[src/rtl/uart_cmd_seq.sv]
// uart_cmd_seq: host-side UART command sequencer.
// Sends an N-byte command MSB byte first, then collects a counted response.
module uart_cmd_seq #(
  parameter int          CMD_BYTES   = 3,
  parameter int          MAX_RESP    = 512,
  parameter int          TIMEOUT_CYC = 1000000,
  parameter logic [7:0]  ACK_VAL     = 8'hA5,
  parameter logic [7:0]  NAK_VAL     = 8'hEE,
  parameter int          RESP_W      = $clog2(MAX_RESP + 1)
) (
  input  logic                   clk,
  input  logic                   rst_n,
  input  logic [8*CMD_BYTES-1:0] cmd,
  input  logic [RESP_W-1:0]      resp_len,
  input  logic                   send_cmd,
  input  logic                   abort,
  output logic [7:0]             tx_data,
  output logic                   trmt,
  input  logic                   tx_done,
  input  logic [7:0]             rx_data,
  input  logic                   rx_rdy,
  output logic                   clr_rx_rdy,
  output logic                   busy,
  output logic                   cmd_sent,
  output logic                   resp_vld,
  output logic [7:0]             resp_byte,
  output logic [RESP_W-1:0]      resp_idx,
  output logic                   done,
  output logic                   ack_ok,
  output logic                   nak,
  output logic                   timeout
);

  localparam int CW   = 8 * CMD_BYTES;
  localparam int TO_W = $clog2(TIMEOUT_CYC + 1);
  localparam int BC_W = 3;

  localparam logic [RESP_W-1:0] MAX_R   = RESP_W'(MAX_RESP);
  localparam logic [TO_W-1:0]   TO_LAST = TO_W'(TIMEOUT_CYC - 1);
  localparam logic [BC_W-1:0]   LAST_B  = BC_W'(CMD_BYTES - 1);

  typedef enum logic [2:0] {
    S_IDLE,
    S_LOAD,
    S_TXW,
    S_RXW,
    S_RXC,
    S_DONE
  } state_t;

  state_t            state_q, state_d;
  logic [CW-1:0]     sr_q, sr_d;
  logic [RESP_W-1:0] len_q, len_d;
  logic [BC_W-1:0]   bcnt_q, bcnt_d;
  logic [RESP_W-1:0] rcnt_q, rcnt_d;
  logic [TO_W-1:0]   tocnt_q, tocnt_d;
  logic [7:0]        tx_data_q, tx_data_d;
  logic              trmt_q, trmt_d;
  logic              clr_q, clr_d;
  logic              busy_q, busy_d;
  logic              sent_q, sent_d;
  logic              vld_q, vld_d;
  logic [7:0]        rbyte_q, rbyte_d;
  logic [RESP_W-1:0] ridx_q, ridx_d;
  logic              done_q, done_d;
  logic              ack_q, ack_d;
  logic              nak_q, nak_d;
  logic              to_q, to_d;
  logic              abort_hit;

  assign abort_hit = abort && (state_q != S_IDLE) && (state_q != S_DONE);

  always_comb begin
    state_d   = state_q;
    sr_d      = sr_q;
    len_d     = len_q;
    bcnt_d    = bcnt_q;
    rcnt_d    = rcnt_q;
    tocnt_d   = '0;
    tx_data_d = tx_data_q;
    trmt_d    = 1'b0;
    clr_d     = 1'b0;
    busy_d    = busy_q;
    sent_d    = 1'b0;
    vld_d     = 1'b0;
    rbyte_d   = rbyte_q;
    ridx_d    = ridx_q;
    done_d    = 1'b0;
    ack_d     = ack_q;
    nak_d     = nak_q;
    to_d      = to_q;
    // abort beats every other transition and suppresses strobes
    if (abort_hit) begin
      state_d = S_DONE;
    end else begin
      unique case (state_q)
        S_IDLE: begin
          if (send_cmd) begin
            sr_d    = cmd;
            len_d   = (resp_len > MAX_R) ? MAX_R : resp_len;
            bcnt_d  = '0;
            rcnt_d  = '0;
            ack_d   = 1'b0;
            nak_d   = 1'b0;
            to_d    = 1'b0;
            busy_d  = 1'b1;
            state_d = S_LOAD;
          end
        end
        S_LOAD: begin
          tx_data_d = sr_q[CW-1 -: 8];
          trmt_d    = 1'b1;
          state_d   = S_TXW;
        end
        S_TXW: begin
          if (tx_done) begin
            sr_d   = sr_q << 8;
            bcnt_d = bcnt_q + BC_W'(1);
            if (bcnt_q != LAST_B) begin
              state_d = S_LOAD;
            end else begin
              sent_d  = 1'b1;
              state_d = (len_q != '0) ? S_RXW : S_DONE;
            end
          end
        end
        S_RXW: begin
          if (rx_rdy) begin
            rbyte_d = rx_data;
            ridx_d  = rcnt_q;
            vld_d   = 1'b1;
            clr_d   = 1'b1;
            rcnt_d  = rcnt_q + RESP_W'(1);
            if (rcnt_q == '0) begin
              nak_d = (rx_data == NAK_VAL);
              ack_d = (len_q == RESP_W'(1)) && (rx_data == ACK_VAL);
            end
            state_d = S_RXC;
          end else if (tocnt_q == TO_LAST) begin
            to_d    = 1'b1;
            state_d = S_DONE;
          end else begin
            tocnt_d = tocnt_q + TO_W'(1);
          end
        end
        S_RXC: begin
          state_d = (rcnt_q == len_q) ? S_DONE : S_RXW;
        end
        S_DONE: begin
          done_d  = 1'b1;
          busy_d  = 1'b0;
          state_d = S_IDLE;
        end
        default: state_d = S_IDLE;
      endcase
    end
  end

  always_ff @(posedge clk or negedge rst_n) begin
    if (!rst_n) begin
      state_q   <= S_IDLE;
      sr_q      <= '0;
      len_q     <= '0;
      bcnt_q    <= '0;
      rcnt_q    <= '0;
      tocnt_q   <= '0;
      tx_data_q <= '0;
      trmt_q    <= 1'b0;
      clr_q     <= 1'b0;
      busy_q    <= 1'b0;
      sent_q    <= 1'b0;
      vld_q     <= 1'b0;
      rbyte_q   <= '0;
      ridx_q    <= '0;
      done_q    <= 1'b0;
      ack_q     <= 1'b0;
      nak_q     <= 1'b0;
      to_q      <= 1'b0;
    end else begin
      state_q   <= state_d;
      sr_q      <= sr_d;
      len_q     <= len_d;
      bcnt_q    <= bcnt_d;
      rcnt_q    <= rcnt_d;
      tocnt_q   <= tocnt_d;
      tx_data_q <= tx_data_d;
      trmt_q    <= trmt_d;
      clr_q     <= clr_d;
      busy_q    <= busy_d;
      sent_q    <= sent_d;
      vld_q     <= vld_d;
      rbyte_q   <= rbyte_d;
      ridx_q    <= ridx_d;
      done_q    <= done_d;
      ack_q     <= ack_d;
      nak_q     <= nak_d;
      to_q      <= to_d;
    end
  end

  assign tx_data    = tx_data_q;
  assign trmt       = trmt_q;
  assign clr_rx_rdy = clr_q;
  assign busy       = busy_q;
  assign cmd_sent   = sent_q;
  assign resp_vld   = vld_q;
  assign resp_byte  = rbyte_q;
  assign resp_idx   = ridx_q;
  assign done       = done_q;
  assign ack_ok     = ack_q;
  assign nak        = nak_q;
  assign timeout    = to_q;

endmodule

[config.mk]
export PLATFORM = sky130hd
export DESIGN_NAME = uart_cmd_seq
export DESIGN_NICKNAME = d
export VERILOG_FILES = /design/src/rtl/uart_cmd_seq.sv
export SDC_FILE = /design/constraint.sdc
export NUM_CORES = 1
export LEC_CHECK = 0
export CAP_MARGIN = 15
export CORE_ASPECT_RATIO = 0.8
export CORE_UTILIZATION = 35
export CTS_BUF_LIST = sky130_fd_sc_hd__clkbuf_16
export CTS_CLUSTER_DIAMETER = 30
export CTS_CLUSTER_SIZE = 12
export DETAILED_ROUTE_END_ITERATION = 16
export HOLD_SLACK_MARGIN = 0.12
export SLEW_MARGIN = 5
export SYNTH_ARGS = -nofsm -noshare
export SYNTH_HDL_FRONTEND = slang
export SYNTH_SLANG_ARGS = --single-unit
[constraint.sdc]
create_clock -name clk -period 1.78 [get_ports clk]
set_input_delay 0.267 -clock clk [delete_from_list [all_inputs] [get_ports clk]]
set_output_delay 0.267 -clock clk [all_outputs]
set_load 0.005 [all_outputs]
; ---- After elaboration in Yosys (flattened, before gate mapping)
; Cells that the tools add are included.
[word_totals]
input_bits = 48
ff_bits = 104
elab_cells = 108
[classes]
n_reduce_logical = 19
order_cmp = 1
n_addsub = 3
muxes = 46
n_eq_ne = 21
bitwise_logic = 1
[op_table]
columns = operator, count
row1 = $mux 20, 4
row2 = $mux 24, 2
row3 = $pmux 24 s2, 1
row4 = $mux 10, 3
row5 = $mux 3, 10
row6 = $add 20x1->20 const B, 1
row7 = $eq 20x20->1 const B, 1
row8 = $pmux 10 s2, 1
row9 = $mux 1, 19
row10 = $eq 8x8->1 const B, 2
row11 = $pmux 3 s5, 1
row12 = $ne 2x2->1 const B, 6
row13 = $reduce_and 3->1, 4
row14 = $add 10x1->10 const B, 1
row15 = $eq 10x1->1 const B, 1
row16 = $eq 10x10->1, 1
row17 = $gt 10x10->1 const B, 1
row18 = $logic_not 10->1, 1
row19 = $reduce_and 5->1, 2
row20 = $reduce_bool 10->1, 1
row21 = $ne 3x3->1 const B, 3
row22 = $pmux 1 s2, 4
row23 = $reduce_and 4->1, 2
row24 = $eq 3x2->1 const B, 2
row25 = other kinds (12), 17

; ---- Depth between registers and ports, before layout
; Gate-level depths: netlist (run 1).
[logic_depth]
ltp_word = 6
depth_mapped = 8

; ---- Worst setup path after synthesis (run 1)
; No wires, ideal clock.
[synth_path]
path_kind = register to register
startpoint = reg state_q[0]
endpoint = reg rcnt_q[5]
stages_incl_launch_ff = 7
period_less_slack_ns = 1.782
t_arrival_ns = 1.650
setup_slack_ns = -0.002
path_buffers = 1
setup_ns = 0.132
path_cell_list = dfrtp_1 buf_2 or3b_2 a2111oi_4 nand3_1 xor2_1 nor2_1
[synth_between]
elab_chain_cells = 5
[synth_rtl]
columns = element, line_no
row1 = start: declaration, 51  ; state_t state_q, state_d;
row2 = start signal: assignment, 180  ; state_q <= state_d;
row3 = "parallel branches: the longest is 5 deep, another holds $reduce_and 4->1", -
row4 = end signal: assignment, 184  ; rcnt_q <= rcnt_d;
row5 = end: declaration, 55  ; logic [RESP_W-1:0] rcnt_q, rcnt_d;
; Parallel ways; which one is timed is not known.
; A chain may end at the register's enable or synchronous reset.

; ---- Final worst setup path (run 1)
[layout_path]
startpoint = reg state_q[2]
endpoint = reg ack_q, in the netlist ack_ok
[layout_between]
elab_chain_cells = 5
[layout_rtl]
columns = element, line_no
row1 = "parallel branches: the longest is 5 deep, another holds $reduce_and 5->1", -
row2 = end signal: assignment, 195  ; ack_q <= ack_d;
row3 = end: declaration, 66  ; logic ack_q, ack_d;
; Parallel ways; which one is timed is not known.

==> flow_metrics.env, run 1 <==
export IMPL_syn_area_um2=4880
export IMPL_antenna_found_initial=0
export IMPL_die_w_um=134
export IMPL_maxSlewHeadroom=0.676
export IMPL_layout_setup_ws_ns=-0.0298
export IMPL_first_iter_violations=203
export IMPL_ios=83
export IMPL_antenna_left=0
export IMPL_max_stage_delay_ns=0.51
export IMPL_critical_path_class="register to register"
export IMPL_row_count=38
export IMPL_p_int_mw=6.06
export IMPL_synth_async_sr_flop_share=1.00
export IMPL_fin_cells=787
export IMPL_power_frac_seq=0.389
export IMPL_grt_max_degree=41
export IMPL_synth_edf_count=0
export IMPL_status="finished with violations"
export IMPL_hpwl_um=8410
export IMPL_rr_endpoint="ack_ok"
export IMPL_start_kind="register"
export IMPL_yosys_register_bits=104
export IMPL_die_area_um2=14400
export IMPL_p_comb_frac=0.382
export IMPL_h_tree_depth=3
export IMPL_crit_chain="nand3b_1 > buf_4 > or4b_4 > nor3_4 > mux2_4"
export IMPL_rsz0062_at_grt="true"
export IMPL_syn_inst=460
export IMPL_core_um2=13600
export IMPL_finalWorstPathRequiredPeriod_ns=1.81
export IMPL_via_per_inst=4.89
export IMPL_final_nets=655
export IMPL_synth_most_common_cell="dfrtp_1"
export IMPL_insertion_delay_ns=0.36
export IMPL_drt_wl_total_um=12000
export IMPL_drtPass1Iterations=5
export IMPL_setup_violations=1
export IMPL_gp_congestion=0.812
export IMPL_port_buffers=82
export IMPL_fin_skew_ns=0.00931
export IMPL_grt_pass1_vias=3906
export IMPL_critPathMaxFanout=3
export IMPL_die_h_um=108
export IMPL_hold_viol=0
export IMPL_peakVddDrop_mv=0.666
export IMPL_cts_tree="yes"
export IMPL_via_count=3851
export IMPL_synth_top_cell_by_area="dfrtp_1"
export IMPL_p_sw_frac=0.323
export IMPL_netlist_top_cells_count="104 x dfrtp_1, 53 x nand2_1, 43 x nor2_1, 26 x o21ai_0, 25 x mux2_2"
export IMPL_fin_util=0.507
export IMPL_grt_total_usage=0.175
export IMPL_cts_sinks=104
export IMPL_ctsRootBufferMaster="clkbuf_16"
export IMPL_fmax_ghz=0.553
export IMPL_grt_overflow=0
export IMPL_arrival_ns=2.11
export IMPL_drv_cap=0
export IMPL_switchingPower_mw=2.89
export IMPL_r2r_start="state_q[2]"
export IMPL_power_density_nw_per_um2=1300
export IMPL_worst_pin_slew_ns=0.487
export IMPL_critPathCaptureType="register"
export IMPL_worstHoldPathType="primary input to async pin"
export IMPL_yosysTopAreaCellShare=0.533
export IMPL_total_power_mw=8.95
export IMPL_dpl_cell_count=767
export IMPL_grt_pass1_wl_um=19500
export IMPL_critical_path_required_ns=2.08
export IMPL_route_detailed_wl_per_inst_um=15.2
export IMPL_path_clk_slew_ns=0.08
export IMPL_drv_slew=0
export IMPL_crit_path_top_delay_cell="or4b_4"
export IMPL_netlist_cell_type_count=53
export IMPL_reg2reg_slack_ns=-0.03
export IMPL_drive_above_1_share=0.241
export IMPL_syn2layout_area_growth_pct=41.4
export IMPL_cts_path_max_buffers=2
export IMPL_synth_warnings=0
export IMPL_drcViolationCount=0
export IMPL_violations="negative setup slack"
export IMPL_synth_main_ff_cell="dfrtp_1"
export IMPL_r2r_cells=5
export IMPL_synth_area_leaders="dfrtp_1 53%, mux2_2 5.8%, nand2_1 4.1%"
export IMPL_critPathBufInv=1
export IMPL_syn_nets=513
export IMPL_start_util=0.359
export IMPL_seq_area_frac_synth=0.533
export IMPL_cp_top_family="simple AND/OR/NAND/NOR gates"
export IMPL_antennaDiodeCount=0
export IMPL_p_clk_frac=0.228
export IMPL_numCtsBuffers=9
export IMPL_fin_crit_sh=1.02
export IMPL_leakagePower_nw=3.03
export IMPL_syn_mean_instance_area_um2=10.6
through the flow:
| stage | worst slack, ns | hold slack, ns | setup TNS (ns) | area (um2) |
|---|---|---|---|---|
| finish | -0.0298 | 0.408 | -0.0298 | 6900 |
| CTS | -0.0102 | 0.417 | -0.0102 | 6790 |
| floorplan | 0.0427 | -0.0286 | 0 | 4880 |
| global placement | -0.287 | 0.259 | -5.41 | 6410 |
| detailed placement | -0.306 | 0.264 | -6.73 | 6410 |
| global route | -0.0777 | 0.468 | -1.56 | 6900 |
sequential cells by signal, indices dropped and copies added (netlist names), 3 cells and up:
register,count
state_q,3
tx_data,8
tocnt_q,20
rcnt_q,10
len_q,10
resp_byte,8
sr_q,24
bcnt_q,3
resp_idx,10
placed cells by master (no fill, tap or decap), types with 5 or more instances in the layout:
| cell | instances |
|---|---|
| nand2_1 | 51 |
| mux2i_1 | 16 |
| nor2_1 | 43 |
| buf_4 | 66 |
| nor3_1 | 11 |
| dfrtp_1 | 102 |
| clkdlybuf4s50_1 | 81 |
| nand3b_1 | 8 |
| nand4_1 | 9 |
| clkbuf_16 | 10 |
| o21ai_0 | 23 |
| buf_12 | 5 |
| xnor2_1 | 17 |
| xor2_1 | 16 |
| mux2_2 | 23 |
| a21oi_1 | 9 |
| nand3_1 | 14 |
| inv_1 | 10 |
| a22o_1 | 12 |
how the worst max path moves through the flow:
stage / from / slack [ns] / cells past startpoint / end
after floorplan: state_q[0] / 0.04 / 6 / rcnt_q[5]
after global placement: send_cmd / -0.29 / 6 / rcnt_q[3]
after detailed placement: send_cmd / -0.31 / 6 / rcnt_q[9]
after CTS: rcnt_q[1] / -0.01 / 7 / ack_ok
after global routing: tocnt_q[17] / -0.08 / 5 / state_q[0]
final: state_q[2] / -0.03 / 5 / ack_ok
logic make-up (layout without fill, tap and decap cells):
family                   after synthesis  in the layout  synth area share
adder cells (fa/ha/maj)                5              5            0.0128
multiplexers                          41             41            0.0905
flip-flops                           104            104             0.533
XOR/XNOR                              34             34            0.0610
buffers and inverters                 38            185            0.0323
AND/OR/NAND/NOR                      174            174             0.178
AO/OA/AOI/OAI                         64             64            0.0921
per-layer routing:
metal,routed length (um),track usage,vias to the layer above
met3,376,0.0386,15
met4,183,0.0593,0
met1,5870,0.241,1900
met5,0,0,-
li1,-,-,1883
met2,5530,0.272,53
power by group through the flow:
stage	combinational, mW	sequential, mW	clock [mW]
after floorplan	1.63	3.45	0
after global placement	3.13	3.49	0
after detailed placement	3.18	3.52	0
after CTS	3.26	3.48	2.11
after global routing	3.74	3.58	2.18
final	3.42	3.49	2.04
area by class of cell:
| type | instances | area [um2] |
|---|---|---|
| clock buffer | 9 | 225 |
| clock inverter | 7 | 78.8 |
| fill | 1280 | 6700 |
| inverter | 12 | 45.0 |
| multi-input combinational | 318 | 2250 |
| sequential | 104 | 2610 |
| tap | 180 | 225 |
| timing repair buffer | 157 | 1480 |
timing repair:
item | 4_1_cts | 5_1_grt
setup endpoints to repair | 26 | 46
endpoints found under the hold margin | 32 | 0
resized for setup | 9 | 25
pin swaps | 3 | 7
gates cloned | 0 | 1
hold buffers | 1 | 0
buffers inserted | 2 | 0
Note: power is estimated with default switching activity, not from simulation.
==> run 2, diff against run 1 <==
Settings changed: CORE_UTILIZATION 35 to 48, GPL_TIMING_DRIVEN from default to 0, PLACE_DENSITY from default to 0.76.
==> run 2 against run 1 <==
  * The flow still finishes with violations (negative setup slack)
  * Power is 3.1% higher
  * Combinational power is 5% higher
  * Clock power is 4% higher
  * Sequential cell count stayed put
  * Sequential power is 1% higher
  * Global-route usage is 5.9 points higher
  * Fmax is 3.3% lower
  * Non-clock buffer count is 23 lower
  * Wire length is 0.52% higher
  * Count of clock-buffer cells in the layout stayed put
  * Critical endpoint unchanged
==> flow_metrics.env, run 2 (synthesis gave the netlist of run 1 again) <==
export IMPL_die_h_um=92.2
export IMPL_fillerInstances=724
export IMPL_drcViolationCount=0
export IMPL_worstHoldPathType="primary input to async pin"
export IMPL_grt_max_degree=65
export IMPL_cts_path_max_buffers=2
export IMPL_arrival_ns=2.16
export IMPL_r2r_cells=6
export IMPL_leakagePower_nw=2.92
export IMPL_status="finished with violations"
export IMPL_maxSlewHeadroom=0.625
export IMPL_row_count=32
export IMPL_drv_slew=0
export IMPL_port_buffers=82
export IMPL_pre_cts_slack_ns=-0.445
export IMPL_ctsRootBufferMaster="clkbuf_16"
export IMPL_via_count=3920
export IMPL_antennaDiodeCount=0
export IMPL_core_um2=9770
export IMPL_grt_total_usage=0.234
export IMPL_hold_viol=0
export IMPL_violations="negative setup slack"
export IMPL_drv_cap=0
export IMPL_numCtsBuffers=9
export IMPL_hpwl_um=7880
export IMPL_gp_congestion=0.863
export IMPL_drtPass1Iterations=5
export IMPL_die_area_um2=10600
export IMPL_final_nets=633
export IMPL_drt_wl_total_um=12000
export IMPL_via_per_inst=5.44
export IMPL_worst_pin_slew_ns=0.562
export IMPL_layout_setup_ws_ns=-0.0912
export IMPL_peakVddDrop_mv=0.681
export IMPL_finalWorstPathRequiredPeriod_ns=1.87
export IMPL_dpl_cell_count=679
export IMPL_critical_path_class="register to register"
export IMPL_ios=83
export IMPL_syn2layout_area_growth_pct=39.8
export IMPL_seqCellArea_um2=2610
export IMPL_critPathCaptureType="register"
export IMPL_grt_pass1_vias=3842
export IMPL_setup_violations=22
export IMPL_grt_overflow=0
export IMPL_total_power_mw=9.23
export IMPL_antenna_left=0
export IMPL_antenna_found_initial=0
export IMPL_cts_sinks=104
export IMPL_multi_input_area_um2=2370
export IMPL_hold_slack_ns=0.436
export IMPL_critPathMaxFanout=7
export IMPL_drive_above_1_share=0.258
export IMPL_critical_path_required_ns=2.07
export IMPL_start_kind="register"
export IMPL_fmax_ghz=0.534
export IMPL_design_area_um2=6820
export IMPL_tns_ns=-0.920
export IMPL_power_density_nw_per_um2=1350
export IMPL_path_clk_slew_ns=0.07
export IMPL_fin_skew_ns=0.00535
export IMPL_cts_tree="yes"
export IMPL_regMostFlops="sr_q"
export IMPL_grt_pass1_wl_um=18900
export IMPL_first_iter_violations=316
export IMPL_die_w_um=115
export IMPL_rsz0062_at_grt="true"
export IMPL_route_detailed_wl_per_inst_um=16.7
export IMPL_fin_cells=721
export IMPL_post_dp_cell_area_um2=5900
export IMPL_mostFrequentLayoutCells="100 x dfrtp_1, 80 x clkdlybuf4s50_1, 43 x nand2_1"
export IMPL_insertion_delay_ns=0.35
export IMPL_h_tree_depth=3
export IMPL_start_util=0.499
export IMPL_final_common_cell="dfrtp_1"
export IMPL_fin_crit_sh=1.05
export IMPL_reg_top3="sr_q (24), tocnt_q (20)"
export IMPL_fin_util=0.698
export IMPL_largest_reg_flops=24
[run 2: final timing paths]
path                       startpoint        end  slack, ns
max                        state_q[2]     ack_ok      -0.09
min                             rst_n       done       0.44
max reg2reg                state_q[2]     ack_ok      -0.09
min reg2reg                  sr_q[18]   sr_q[18]       0.48
max in group asynchronous       rst_n  rcnt_q[1]       0.64
min in group clk             sr_q[18]   sr_q[18]       0.48
[run 2: worst max-delay path, cell delays in order, from the launching register on]
cell and delay (ns):
dfrtp_1 0.39, buf_6 0.14, nand3b_1 0.22, buf_4 0.18, or4b_4 0.51, nor3_4 0.21
mux2_4 0.17
[run 2: where the power goes]
| part | internal [mW] | switching, mW |
|---|---|---|
| combinational | 1.94 | 1.64 |
| clock | 1.23 | 0.887 |
| sequential | 3.05 | 0.481 |
[run 2: area by class of cell]
type | instances | area share
repair buffers | 114 | 0.164
inverters | 12 | 0.00661
clock inverters | 7 | 0.0138
multi-input cells | 319 | 0.348
plain buffers | 20 | 0.0270
well taps | 136 | 0.0250
clock buffers | 9 | 0.0330
flip-flops and latches | 104 | 0.382
[run 2: repair_timing]
action	in CTS	in global routing
gates resized for setup	48	78
cloned	1	2
setup buffers	15	13
pin swaps	14	22
hold buffers	1	0
hold endpoints to repair	40	0
setup endpoints to repair	79	79
[run 2: routing by layer]
metal	share of wire	up-vias	track usage
met5	0	-	0
met4	0.0094	0	0.0693
met3	0.043	8	0.0489
met2	0.50	111	0.375
met1	0.45	1949	0.320
li1	-	1852	-
==> run 3, diff against run 2 <==
Settings changed: CELL_PAD_IN_SITES_DETAIL_PLACEMENT from default to 1, CELL_PAD_IN_SITES_GLOBAL_PLACEMENT from default to 2, CORE_UTILIZATION 48 to 31, PLACE_DENSITY 0.76 to default, PLACE_DENSITY_LB_ADDON from default to 0.1, RECOVER_POWER from default to 50.
==> run 3 against run 2 <==
  * The run still ends with negative setup slack left
  * Cell area is 2.9% higher
  * Worst hold slack worse by 0.064 ns
  * Combinational power hardly changed
  * Power is 2.1% lower
  * Register-to-register slack hardly changed
  * Critical path type unchanged
  * Largest cell class unchanged
  * Largest power group unchanged
  * Highest routed layer unchanged
==> flow_metrics.env, run 3 (synthesis gave the netlist of run 1 again) <==
export IMPL_status="finished with violations"
export IMPL_violations="negative setup slack"
export IMPL_pre_cts_slack_ns=-0.664
export IMPL_first_iter_violations=152
export IMPL_drv_cap=0
export IMPL_cts_sinks=104
export IMPL_numCtsBuffers=9
export IMPL_p_sw_frac=0.346
export IMPL_critical_path_required_ns=2.08
export IMPL_critPathBufInv=2
export IMPL_finalWorstPathRequiredPeriod_ns=1.86
export IMPL_row_count=40
export IMPL_total_power_mw=9.04
export IMPL_rr_endpoint="ack_ok"
export IMPL_grt_pass1_wl_um=22100
export IMPL_via_count=3858
export IMPL_syn2layout_area_growth_pct=43.8
export IMPL_grt_max_degree=76
export IMPL_mostFrequentLayoutCells="96 x dfrtp_1, 78 x clkdlybuf4s50_1, 51 x nand2_1"
export IMPL_core_um2=15200
export IMPL_reg2reg_slack_ns=-0.08
export IMPL_r2r_cells=6
export IMPL_critical_path_class="register to register"
export IMPL_leakagePower_nw=2.93
export IMPL_hold_path_depth=3
export IMPL_cp_top_family="simple AND/OR/NAND/NOR gates"
export IMPL_r2r_start="state_q[2]"
export IMPL_grt_total_usage=0.178
export IMPL_hold_viol=0
export IMPL_setup_violations=28
export IMPL_worst_pin_slew_ns=0.809
export IMPL_antenna_found_initial=0
export IMPL_drtPass1Iterations=4
export IMPL_largest_reg_flops=24
export IMPL_seqCellArea_um2=2610
export IMPL_start_util=0.321
export IMPL_die_h_um=114
export IMPL_antenna_left=0
export IMPL_start_kind="register"
export IMPL_via_per_inst=4.86
export IMPL_ios=83
export IMPL_fin_util=0.461
export IMPL_h_tree_depth=3
export IMPL_cts_path_max_buffers=2
export IMPL_max_stage_delay_ns=0.49
export IMPL_fin_crit_sh=1.05
export IMPL_maxSlewHeadroom=0.461
export IMPL_final_nets=632
export IMPL_reg_top3="sr_q (24), tocnt_q (20)"
export IMPL_drcViolationCount=0
export IMPL_drive_above_1_share=0.284
export IMPL_crit_path_top_delay_cell="or4b_4"
export IMPL_crit_chain="buf_6 > nand3b_1 > buf_6 > or4b_4 > nor3_2 > mux2_4"
export IMPL_final_common_cell="dfrtp_1"
export IMPL_die_w_um=142
export IMPL_worstHoldPathType="primary input to register"
export IMPL_path_common_cell="buf_6"
export IMPL_whs_endpoint="rcnt_q[0]"
export IMPL_fin_skew_ns=0.00617
export IMPL_fmax_ghz=0.537
export IMPL_insertion_delay_ns=0.35
export IMPL_p_comb_frac=0.396
export IMPL_switchingPower_mw=3.13
export IMPL_critPathCaptureType="register"
export IMPL_fillerInstances=1662
export IMPL_ctsRootBufferMaster="clkbuf_16"
export IMPL_drt_wl_total_um=13900
export IMPL_hp_start="rx_rdy"
export IMPL_power_density_nw_per_um2=1290
export IMPL_antennaDiodeCount=0
export IMPL_arrival_ns=2.16
export IMPL_rsz0062_at_grt="true"
export IMPL_grt_pass1_vias=4098
export IMPL_p_int_mw=5.91
export IMPL_grt_overflow=0
export IMPL_hold_slack_ns=0.372
export IMPL_critPathMaxFanout=6
export IMPL_path_clk_slew_ns=0.08
export IMPL_hpwl_um=9490
export IMPL_regMostFlops="sr_q"
export IMPL_port_buffers=82
export IMPL_route_detailed_wl_per_inst_um=17.6
export IMPL_p_clk_frac=0.212
export IMPL_multi_input_area_um2=2480
export IMPL_power_frac_seq=0.392
export IMPL_peakVddDrop_mv=0.548
export IMPL_cts_tree="yes"
export IMPL_die_area_um2=16200
export IMPL_layout_setup_ws_ns=-0.0826
export IMPL_drv_slew=0
export IMPL_gp_congestion=0.763
[run 3: cell count changes in the layout (fill, tap and decap cells not counted), sizes merged]
cell | before | now
clkinvlp | 1 | 3
bufinv | 2 | 0
a211o | 2 | 1
buf | 47 | 46
clkbuf | 14 | 15
dlymetal6s2s | 0 | 2
clkdlybuf4s50 | 80 | 78
[run 3: power groups by stage]
stage / combinational (mW) / clock, mW / sequential [mW]
after global routing: 3.93 / 2.06 / 3.64
after CTS: 3.24 / 1.99 / 3.54
after floorplan: 1.63 / 0 / 3.45
after global placement: 2.72 / 0 / 3.55
final: 3.58 / 1.91 / 3.54
after detailed placement: 2.80 / 0 / 3.58
[run 3: layer usage]
| layer | track usage | vias up | routed length, um |
|---|---|---|---|
| li1 | - | 1844 | - |
| met1 | 0.247 | 1928 | 6850 |
| met2 | 0.280 | 72 | 6370 |
| met3 | 0.0402 | 14 | 532 |
| met4 | 0.0495 | 0 | 191 |
| met5 | 0 | - | 0 |
[run 3: metrics by stage]
stage,cells,TNS [ns],cell area [um2]
2_1_floorplan,460,0,4880
3_5_place_dp,753,-43.86,5990
3_3_place_gp,752,-429.88,5960
5_1_grt,794,-5.50,7020
4_1_cts,786,-0.488,6610
6_report,794,-0.809,7020
[run 3: worst min-delay path, cell delays in order]
cell and delay (ns):
dlymetal6s2s_1 0.23, nand3_1 0.11, o21ai_0 0.08
[run 3: worst max-delay path by stage]
stage / from / to / slack (ns) / cells after the start
floorplan: state_q[0] / rcnt_q[5] / 0.04 / 6
global placement: rst_n / resp_byte[4] / -3.73 / 1
detailed placement: abort / state_q[1] / -0.66 / 6
CTS: state_q[2] / ack_ok / -0.10 / 7
global route: state_q[2] / ack_ok / -0.15 / 6
finish: state_q[2] / ack_ok / -0.08 / 6
[run 3: area by class of cell]
class / count / share of cell area
clock inverters: 7 / 0.00785
plain buffers: 20 / 0.0287
multi-input cells: 318 / 0.354
well taps: 210 / 0.0374
flip-flops and latches: 104 / 0.372
inverters: 12 / 0.00642
repair buffers: 114 / 0.161
clock buffers: 9 / 0.0321
[run 3: repair_timing]
| item | 4_1_cts | 5_1_grt |
|---|---|---|
| setup buffers | 20 | 9 |
| endpoints found under the hold margin | 29 | 0 |
| cloned | 0 | 2 |
| hold buffers | 1 | 0 |
| pin swaps | 10 | 31 |
| gates resized for setup | 53 | 104 |
| setup endpoints to repair | 88 | 83 |
